===== config.mk =====
export PLATFORM = sky130hd
export DESIGN_NAME = wb_port_arbiter
export DESIGN_NICKNAME = d
export VERILOG_FILES = /design/src/rtl/wb_port_arbiter.sv
export SDC_FILE = /design/constraint.sdc
export NUM_CORES = 1
export LEC_CHECK = 0
export BUFFER_PORTS_ARGS = -buffer_cell sky130_fd_sc_hd__buf_2
export CORE_AREA = 2 2 114 116
export DETAILED_ROUTE_END_ITERATION = 7
export DIE_AREA = 0 0 116 118
export GPL_TIMING_DRIVEN = 1
export PLACE_DENSITY = 0.62
export SYNTH_ARGS = -nofsm -noshare
export SYNTH_HDL_FRONTEND = slang
export SYNTH_SLANG_ARGS = --single-unit

===== constraint.sdc =====
create_clock -name clk -period 3.26 [get_ports clk]
set_clock_uncertainty 0.05 [all_clocks]
set_input_delay 0.815 -clock clk [delete_from_list [all_inputs] [get_ports clk]]
set_output_delay 0.815 -clock clk [all_outputs]
set_load 0.02 [all_outputs]

===== src/rtl/wb_port_arbiter.sv =====
// Register-file write-port arbiter: pipeline writeback vs. a buffered auxiliary producer.
// Auxiliary results queue in a 2-entry FIFO; a starvation counter freezes the pipeline
// so the FIFO head is guaranteed to retire.
module wb_port_arbiter #(
    parameter int unsigned STARVE_LIMIT = 4
) (
    input  logic        clk,
    input  logic        rst,
    input  logic        pipe_we,
    input  logic [4:0]  pipe_rd,
    input  logic [31:0] pipe_data,
    input  logic        aux_valid,
    input  logic [4:0]  aux_rd,
    input  logic [31:0] aux_data,
    output logic        aux_ready,
    output logic        rf_we,
    output logic [4:0]  rf_rd,
    output logic [31:0] rf_data,
    output logic        stall_pipe,
    input  logic [4:0]  q_rs1,
    input  logic [4:0]  q_rs2,
    output logic        q_hit1,
    output logic        q_hit2
);

    localparam logic [3:0] Limit = 4'(STARVE_LIMIT);

    typedef struct packed {
        logic [4:0]  rd;
        logic [31:0] data;
    } entry_t;

    entry_t      mem_q [2];
    logic        wptr_q, rptr_q;
    logic [1:0]  count_q, count_d;
    logic [3:0]  wait_q, wait_d;
    logic        rf_we_q;
    logic [4:0]  rf_rd_q;
    logic [31:0] rf_data_q;

    logic        head_valid, pipe_req, grant_pipe, grant_fifo, enq;
    logic [1:0]  slot_valid;
    entry_t      head;

    assign head_valid = (count_q != 2'd0);
    assign head       = mem_q[rptr_q];
    assign aux_ready  = rst && (count_q < 2'd2);
    assign stall_pipe = head_valid && (wait_q >= Limit);

    // Writes to x0 from the pipeline never compete for the port.
    assign pipe_req   = pipe_we && (pipe_rd != 5'd0);
    assign grant_pipe = pipe_req && !stall_pipe;
    assign grant_fifo = head_valid && !grant_pipe;
    // Aux results to x0 complete the handshake but are dropped.
    assign enq        = aux_valid && aux_ready && (aux_rd != 5'd0);

    // Next-state for occupancy and the starvation counter.
    always_comb begin
        count_d = count_q;
        unique case ({enq, grant_fifo})
            2'b10:   count_d = count_q + 2'd1;
            2'b01:   count_d = count_q - 2'd1;
            default: count_d = count_q;
        endcase
        wait_d = 4'd0;
        if (head_valid && !grant_fifo) begin
            wait_d = (wait_q == 4'hF) ? 4'hF : wait_q + 4'd1;
        end
    end

    // Hazard query against every occupied FIFO slot.
    always_comb begin
        slot_valid = 2'b00;
        if (count_q == 2'd2) begin
            slot_valid = 2'b11;
        end else if (count_q == 2'd1) begin
            slot_valid[rptr_q] = 1'b1;
        end
        q_hit1 = (q_rs1 != 5'd0) &&
                 ((slot_valid[0] && (mem_q[0].rd == q_rs1)) ||
                  (slot_valid[1] && (mem_q[1].rd == q_rs1)));
        q_hit2 = (q_rs2 != 5'd0) &&
                 ((slot_valid[0] && (mem_q[0].rd == q_rs2)) ||
                  (slot_valid[1] && (mem_q[1].rd == q_rs2)));
    end

    // FIFO storage; contents need no reset since count gates validity.
    always_ff @(posedge clk) begin
        if (rst && enq) begin
            mem_q[wptr_q] <= '{rd: aux_rd, data: aux_data};
        end
    end

    // Control state and the registered write port.
    always_ff @(posedge clk) begin
        if (!rst) begin
            wptr_q    <= 1'b0;
            rptr_q    <= 1'b0;
            count_q   <= 2'd0;
            wait_q    <= 4'd0;
            rf_we_q   <= 1'b0;
            rf_rd_q   <= 5'd0;
            rf_data_q <= 32'd0;
        end else begin
            count_q <= count_d;
            wait_q  <= wait_d;
            if (enq) begin
                wptr_q <= ~wptr_q;
            end
            if (grant_fifo) begin
                rptr_q <= ~rptr_q;
            end
            rf_we_q <= grant_pipe || grant_fifo;
            if (grant_pipe) begin
                rf_rd_q   <= pipe_rd;
                rf_data_q <= pipe_data;
            end else if (grant_fifo) begin
                rf_rd_q   <= head.rd;
                rf_data_q <= head.data;
            end
        end
    end

    assign rf_we   = rf_we_q;
    assign rf_rd   = rf_rd_q;
    assign rf_data = rf_data_q;

endmodule


Word level (Yosys, flattened, before mapping)
Memory sizes are Yosys's and may differ from the RTL's. A register that Yosys moved wholly into a read port is not among the register bits.
Index checks and enable logic that the tools add are counted.
{"block": "op_classes", "n_addsub": 3, "n_lt_le_gt_ge": 4, "eq_ne": 9, "n_mux": 14, "n_bitwise": 2, "reduce_logical": 30}
{"operator": "$mux 32", "count": 2}
{"operator": "$eq 5x5->1", "count": 4}
{"operator": "$reduce_bool 5->1", "count": 4}
{"operator": "$logic_and 1x1->1", "count": 16}
{"operator": "$mux 5", "count": 2}
{"operator": "$reduce_bool 2->1", "count": 3}
{"operator": "$mux 1", "count": 5}
{"operator": "$add 4x1->4 const B", "count": 1}
{"operator": "$eq 2x1->1 const B", "count": 2}
{"operator": "$eq 2x2->1 const B", "count": 2}
{"operator": "$eq 4x4->1 const B", "count": 1}
{"operator": "$ge 4x3->1 const B", "count": 1}
{"operator": "$mux 2", "count": 2}
{"operator": "$mux 4", "count": 1}
{"operator": "$pmux 2 s2", "count": 1}
{"operator": "$logic_not 1->1", "count": 3}
{"operator": "$logic_or 1x1->1", "count": 3}
{"operator": "$add 2x1->2 const B", "count": 1}
{"operator": "$lt 1x2->1 const B", "count": 1}
{"operator": "$lt 2x2->1 const B", "count": 1}
{"operator": "$not 1->1", "count": 2}
{"operator": "$reduce_and 2->1", "count": 1}
{"operator": "$sub 2x1->2 const B", "count": 1}
{"operator": "$demux 1 s1", "count": 1}
{"operator": "$ge 1x1->1 const B", "count": 1}
{"block": "word_totals", "reg_bits": 46, "ramBits": 74, "inputBits": 88, "out_inout_bits": 42, "word_cells": 70, "memories": 1}
{"memory": "mem_q", "words": 2, "width": 37, "read_ports": 3, "rd_ports_with_merged_regs": 1, "write_ports": 1, "line": "33", "text": "entry_t mem_q [2];"}

Logic depth before layout (Yosys ltp)
Gate-level depths: netlist (run 1).
{"block": "depth", "word_depth": 9, "ltp_mapped": 8, "depth_no_buf": 7}

Worst setup path before layout (run 1)
No wires, ideal clock.
{"block": "synth_path", "path_type": "in2reg", "from": "input rst", "to": "memory mem_q[0][0] in the netlist's numbering, enable pin", "setup_time_ns": 0.431, "arrival_ns": 3.290, "t_required_ns": 2.779, "path_slack_ns": -0.511, "cell_stages": 4, "path_buffers": 1, "path_cell_list": "clkbuf_1 -> nor2b_1 -> o211ai_1 -> nor2_1"}
{"block": "synth_between", "elab_chain_cells": 6}
{"item": "start, declared", "line": "8", "text": "input logic rst,"}
{"item": "$logic_and 1x1->1", "line": "47", "text": "assign aux_ready = rst && (count_q < 2'd2);"}
{"item": "named net aux_ready", "line": "15", "text": "output logic aux_ready,"}
{"item": "$logic_and 1x1->1 (2 in series)", "line": "55", "text": "assign enq = aux_valid && aux_ready && (aux_rd != 5'd0);"}
{"item": "$logic_and 1x1->1", "line": "89", "text": "if (rst && enq) begin"}
{"item": "$mux 1", "line": "89"}
{"item": "$mux 1 (not written as such)", "line": "90", "text": "mem_q[wptr_q] <= '{rd: aux_rd, data: aux_data};"}
{"item": "end, declared", "line": "33"}
The timed path passes the listed nets, and every way through them passes these cells.

Final worst setup path (run 1)
{"block": "layout_path", "from": "register count_q[1]", "to": "output q_hit2"}
{"block": "layout_between", "elab_chain_cells": 6, "elab_cells_between_ends": 8, "classes_between": "2 x eq/ne; 2 x mux; 4 x reduce/logical"}
{"item": "start, declared", "line": "35", "text": "logic [1:0] count_q, count_d;"}
{"item": "start signal, assigned", "line": "105", "text": "count_q <= count_d;"}
{"item": "$eq 2x1->1", "line": "76", "text": "end else if (count_q == 2'd1) begin"}
{"item": "$mux 2", "line": "76"}
{"item": "$mux 2 (*)", "line": "74", "text": "if (count_q == 2'd2) begin"}
{"item": "$logic_and 1x1->1, on equally long branches", "line": "83, 84"}
{"item": "$logic_or 1x1->1 (*)", "line": "83", "text": "((slot_valid[0] && (mem_q[0].rd == q_rs2)) ||"}
{"item": "$logic_and 1x1->1 (*)", "line": "82", "text": "q_hit2 = (q_rs2 != 5'd0) &&"}
{"item": "end, declared", "line": "23", "text": "output logic q_hit2"}
Mark *: on every way between the ends. The rest lies on a longest branch, timed or not.

==> summary.md, run 1 <==
| Metric | Value |
|---|---|
| Root buffer cell | `clkbuf_16` |
| Crit start category | `flip-flop` |
| Final core occ | `0.517` |
| Slowest library cell on the worst path | `or3_1` |
| Dpl ws | `424 ps` |
| Critical path depth | `7` |
| Fin crit period | `2880 ps` |
| Finished Layout Cells | `662` |
| Nets | `568` |
| Setup Fix Bufs, Post-CTS | `0` |
| CTS tree | `yes` |
| R2R setup slack | `530 ps` |
| Crit-path cells | `inv_1 -> ha_1 -> nor2b_1 -> o2111ai_1 -> or3_1 -> a21oi_1 -> buf_2` |
| Total wire length | `11.3 mm` |
| Post-synth ARST share | `0` |
| Setup violators final | `0` |
| CP top delay family | `simple AND/OR/NAND/NOR gates` |
| Vert. Die Dim | `118 µm` |
| Hold Buf Count CTS | `0` |
| First-pass GRT wire length | `17.7 mm` |
| Cells after Synth | `338` |
| Layout area overhead | `31.6%` |
| Pin count of the biggest net entering global routing | `41` |
| I/O Pins | `130` |
| Setup TNS Final | `0 ps` |
| Worst-path clk slew | `50 ps` |
| Mapped cell area | `4880 µm²` |
| RSZ-0062 raised after global routing | `no` |
| DP HPWL | `7.86 mm` |
| Yosys warnings | `0` |
| Die span in x | `116 µm` |
| Synth unique cells | `41` |
| Largest cells by area after synthesis | `edfxtp_1, dfxtp_1, a221o_1` |
| Inst Count DP | `628` |
| Initial DRT Pass Iterations | `5` |
| Worst-path fanout max | `4` |
| Initial core utilization | `0.393` |
| Routed WL per cell | `17.0 µm` |
| Sink Count | `121` |
| Final worst-path cycle share | `0.882` |
| CTS resizes | `0` |
| GPL Wtd Cong | `0.900` |
| Final Hold Vio Count | `0` |
| Most frequent cells after synthesis | `edfxtp_1, dfxtp_1, a221o_1, mux2i_1, nor3b_1` |
| Hold WC Path Type | `reg2reg` |
| RR Startpoint | `count_q[0]` |
| Sequential area share after synthesis | `0.648` |
| Max transition margin | `0.153` |
| WP data required | `2390 ps` |
| FMAX | `348 MHz` |
| Post-synth top area share | `0.455` |
| Num CTS Buffers | `17` |
| Critical path capture point type | `output port` |
| Setup WS post-layout | `384 ps` |
| Share of layout cells above drive strength 1 | `0.365` |
| Slowest stage delay, CP | `380 ps` |
| Worst-Margin Slew | `1270 ps` |
| Crit path DAT | `2010 ps` |
| Buf/Inv on CP | `2` |
| Max clock buf depth | `2` |
| Cells on worst reg2reg path | `7` |
| CTS H-tree depth | `4` |
| Top-count cell post-synth | `edfxtp_1` |
| Vias | `3333` |
| Leading area contributor after synthesis | `edfxtp_1` |
| Power per standard cell area | `848 nW/µm²` |
| Total power | `0.00545 W` |
| Grt ovf | `0` |
| Yosys reg bits | `121` |
| Worst setup path endpoint | `q_hit2` |
| Post-synth EDFFs | `74` |
| Port-buffer cells | `129` |
| Drt drc | `0` |
| Slew Viols, Final | `0` |
| # rows | `41` |
| Initial DRC count | `174` |
| Full die area | `13700 µm²` |
| Status | `finished, final reports clean` |
| Vias in the first global route | `3425` |
| Max Cap Viol | `0` |
| Vias per cell | `5.03` |
| Fillers | `1114` |
| Gr usage total | `0.169` |
| Synth Flop Type | `edfxtp_1` |
| VDD IR max | `0.000377 V` |
| DRT antenna net count | `0` |
| Syn Nets | `431` |
| Reg-to-Reg End | `rf_data[4]` |
| Clock Latency Late Sink | `390 ps` |
| Worst Path Class, Setup | `reg2out` |
| CP startpoint | `count_q[1]` |
| Core Area | `12400 µm²` |
| Initial antenna violation count | `3` |
| Avg Cell Area, Syn | `14.4 µm²` |
| Leak pwr | `2.48 nW` |
[registers in the layout (all words and copies together), names as in the netlist, named ones only]
signal	cells
mem_q	74
rf_data	32
rf_rd	5
wait_q	4
count_q	2
rf_we	1
rptr_q	1
wptr_q	1
[kinds of logic (layout without fill, tap and decap cells)]
| family | after synthesis | in the layout | synth area share |
|---|---|---|---|
| other cells | 1 | 3 | 0.000768 |
| xor+xnor | 22 | 22 | 0.0395 |
| compound gates | 57 | 57 | 0.104 |
| simple gates | 71 | 71 | 0.0951 |
| fa+ha+maj | 5 | 5 | 0.0128 |
| buf+inv | 24 | 174 | 0.0233 |
| mux | 37 | 37 | 0.0761 |
| flops | 121 | 121 | 0.648 |
[per-stage QoR]
stage / cell area, µm² / hold slack, ps
after floorplan: 4880 / 373
after global placement: 5750 / 386
after detailed placement: 5750 / 416
after CTS: 6420 / 427
after global routing: 6420 / 437
final: 6420 / 427
[how the worst min path moves through the flow]
stage,startpoint,endpoint,slack (ps),cells past startpoint
after floorplan,wait_q[0],wait_q[0],370,1
after global placement,wait_q[0],wait_q[0],390,1
after detailed placement,rf_data[12],rf_data[12],420,1
after CTS,wait_q[0],wait_q[0],430,1
after global routing,wait_q[0],wait_q[0],440,1
final,wait_q[0],wait_q[0],430,1
[metal layers]
layer  vias up  wire length (µm)  GRT usage
li1       1604                 -          -
met1      1594              5030      0.222
met2       120              5250      0.260
met4         2                90     0.0499
met3        13               878     0.0633
met5         -                12          0
[where the power goes]
group	internal [W]	switching, W	total, W
logic	0.000559	0.000707	0.00127
clock network	0.00144	0.000660	0.00210
registers	0.00190	0.000177	0.00208
[cells in the final DEF, fill, tap and decap left out, types with 4 or more instances in the layout]
cell type and instances:
xnor2_1 12, xor2_1 10, bufinv_16 6, nand2_1 4, nor3b_1 36, buf_4 9
nor2_1 5, or3_1 4, clkinv_4 4, buf_2 129, edfxtp_1 74, ha_1 5
clkbuf_16 17, a221o_1 36, nand3_1 4, mux2i_1 36, dfxtp_1 46, o21ai_0 4
[cell type report]
| type | count | area, µm² | share of cell area |
|---|---|---|---|
| Sequential cell | 121 | 3160 | 0.493 |
| Multi-Input combinational cell | 193 | 1620 | 0.252 |
| Timing Repair Buffer | 139 | 733 | 0.114 |
| Clock buffer | 18 | 429 | 0.0668 |
| Clock inverter | 14 | 244 | 0.0380 |
| Tap cell | 172 | 215 | 0.0335 |
| Inverter | 3 | 11.3 | 0.00175 |
| Antenna cell | 2 | 5.00 | 0.000779 |
Power figures use the tool's default switching activity.
==> run 2, diff against run 1 <==
--- a/config.mk
+++ b/config.mk
@@ -6,11 +6,12 @@
 export NUM_CORES = 1
 export LEC_CHECK = 0
 export BUFFER_PORTS_ARGS = -buffer_cell sky130_fd_sc_hd__buf_2
+export CAP_MARGIN = 15
 export CORE_AREA = 2 2 114 116
 export DETAILED_ROUTE_END_ITERATION = 7
 export DIE_AREA = 0 0 116 118
 export GPL_TIMING_DRIVEN = 1
-export PLACE_DENSITY = 0.62
+export PLACE_DENSITY_LB_ADDON = 0.25
 export SYNTH_ARGS = -nofsm -noshare
 export SYNTH_HDL_FRONTEND = slang
 export SYNTH_SLANG_ARGS = --single-unit
==> constraint.sdc (replaced) <==
create_clock -name clk -period 2.4 [get_ports clk]
set_clock_uncertainty 0.05 [all_clocks]
set_input_delay 0.6 -clock clk [delete_from_list [all_inputs] [get_ports clk]]
set_output_delay 0.6 -clock clk [all_outputs]
set_load 0.02 [all_outputs]
==> summary.md, run 2 (same netlist as run 1, synthesis figures left out) <==
| Metric | Value |
|---|---|
| Status | `complete, but fails checks (was finished, final reports clean)` |
| Failing checks | `setup timing` |
| Commonest non-fill, non-tap cell in the layout | `buf_2 (unchanged)` |
| Max Cap Viol | `0 (unchanged)` |
| Initial core utilization | `0.393 (unchanged)` |
| Crit start category | `flip-flop (unchanged)` |
| WP data required | `1750 ps (was 2390 ps)` |
| Initial DRT Pass Iterations | `4 (was 5)` |
| First-pass GRT wire length | `17.0 mm (was 17.7 mm)` |
| Root buffer cell | `clkbuf_16 (unchanged)` |
| Setup WS post-layout | `-84.3 ps (was 384 ps)` |
| Crit path DAT | `1830 ps (was 2010 ps)` |
| Setup violators final | `2 (was 0)` |
| Pin count of the biggest net entering global routing | `38 (was 41)` |
| GPL Wtd Cong | `0.802 (was 0.900)` |
| Nets | `579 (was 568)` |
| Largest Register | `mem_q (unchanged)` |
| FMAX | `403 MHz` |
| Worst hold margin | `322 ps (was 427 ps)` |
| DRT antenna net count | `0 (unchanged)` |
| Core Area | `12400 µm² (unchanged)` |
| Multi-input gate area | `1690 µm² (was 1620 µm²)` |
| # rows | `41 (unchanged)` |
| Total power | `0.00715 W (was 0.00545 W)` |
| Layout Cell Area excl Fill | `6540 µm² (was 6420 µm²)` |
| Slew Viols, Final | `0 (unchanged)` |
| I/O Pins | `130 (unchanged)` |
| Crit-path cells | `xnor2_2 -> o2111ai_2 -> or3_1 -> a21oi_2 -> buf_6 (was inv_1 -> ha_1 -> nor2b_1 -> o2111ai_1 -> or3_1 -> a21oi_1 -> buf_2)` |
| Leak pwr | `2.52 nW (was 2.48 nW)` |
| Num CTS Buffers | `17 (unchanged)` |
| Max transition margin | `0.282 (was 0.153)` |
| Total wire length | `10.9 mm (was 11.3 mm)` |
| Grt ovf | `0 (unchanged)` |
| Max reg flops | `74 (unchanged)` |
| CTS H-tree depth | `4 (unchanged)` |
| Vert. Die Dim | `118 µm (unchanged)` |
| Slowest stage delay, CP | `500 ps (was 380 ps)` |
| Initial DRC count | `127 (was 174)` |
| DP HPWL | `7.38 mm (was 7.86 mm)` |
| Worst-Margin Slew | `1070 ps (was 1270 ps)` |
| Sequential cell area | `3170 µm² (was 3160 µm²)` |
| Sink Count | `121 (unchanged)` |
| Fin crit period | `2480 ps` |
| Vias per cell | `5.00 (was 5.03)` |
| Gr usage total | `0.165 (was 0.169)` |
| Max clock buf depth | `2 (unchanged)` |
| CTS tree | `yes (unchanged)` |
| Dpl ws | `-70.5 ps (was 424 ps)` |
| Worst-path clk slew | `50 ps (about the same)` |
| Drt drc | `0 (unchanged)` |
| Critical path capture point type | `output port (unchanged)` |
| Fillers | `1089 (was 1114)` |
| Slowest library cell on the worst path | `edfxtp_1 (was or3_1)` |
| Worst Path Class, Setup | `reg2out (unchanged)` |
| Final worst-path cycle share | `1.04` |
| Vias in the first global route | `3364 (was 3425)` |
| Most frequent cells in the layout | `buf_2, edfxtp_1, dfxtp_1 (unchanged)` |
| CP top delay family | `flip-flops (was simple AND/OR/NAND/NOR gates)` |
| Clock Latency Late Sink | `410 ps (was 390 ps)` |
| Initial antenna violation count | `1 (was 3)` |
| VDD IR max | `0.000719 V (was 0.000377 V)` |
| Layout area overhead | `34.0% (was 31.6%)` |
| Share of layout cells above drive strength 1 | `0.401 (was 0.365)` |
| Final core occ | `0.527 (was 0.517)` |
| Cell area after placement | `5840 µm² (was 5750 µm²)` |
| Hold WC Path Type | `in2reg (was reg2reg)` |
| Routed WL per cell | `16.3 µm (was 17.0 µm)` |
| Port-buffer cells | `129 (unchanged)` |
| Die span in x | `116 µm (unchanged)` |
| Vias | `3359 (was 3333)` |
| Final Hold Vio Count | `0 (unchanged)` |
| Buf/Inv on CP | `1 (was 2)` |
| Power per standard cell area | `1090 nW/µm² (was 848 nW/µm²)` |
| R2R setup slack | `270 ps (was 530 ps)` |
| RSZ-0062 raised after global routing | `yes (was no)` |
| Full die area | `13700 µm² (unchanged)` |
| Worst-path fanout max | `3 (was 4)` |
-- run 2: changes by cell type in the layout (fill, tap and decap cells not counted), moves of 3 or more --
cell       before  now
buf_4           9   17
clkinv_2        1    5
clkbuf_8        0    3
ha_1            5    2
bufinv_16       6    2
buf_12          1    5
clkinv_4        4    0
-- run 2: layout make-up --
class,instances,area share
repair buffers,150,0.134
clock buffers,23,0.0731
multi-input cells,193,0.259
diodes,1,0.000383
flip-flops and latches,121,0.485
inverters,3,0.00210
well taps,172,0.0329
clock inverters,9,0.0147
-- run 2: final timing paths --
path / startpoint / to / cells past startpoint
worst min register to register: wait_q[0] / wait_q[0] / 1
worst min-delay path: aux_data[17] / mem_q[1][17] / 1
worst max register to register: count_q[1] / mem_q[1][36] / 5
worst max-delay path: mem_q[0][34] / q_hit2 / 5
-- run 2: repair_timing --
item                       4_1_cts  5_1_grt
pin swaps                        4        8
setup endpoints to repair        3        2
cloned                           0        0
setup buffers                    2        1
hold buffers                     0        0
resized for setup               11        9
-- run 2: metal layers --
layer | GRT usage | up-vias | share of wire
met5 | 0 | - | 0
met3 | 0.0633 | 11 | 0.070
met2 | 0.261 | 108 | 0.48
met1 | 0.204 | 1618 | 0.44
li1 | - | 1622 | -
met4 | 0.0610 | 0 | 0.012
-- run 2: report_power, final --
part           leakage (nW)  switching, W  internal, W
clock                 0.284      0.000846      0.00159
sequential             1.07      0.000232      0.00259
combinational          1.17       0.00101     0.000877
-- run 2: through the flow --
step                std cells  TNS (ps)
CTS                       669      -304
floorplan                 338         0
global route              671      -306
global placement          635     -1550
finish                    672      -165
detailed placement        635     -3500
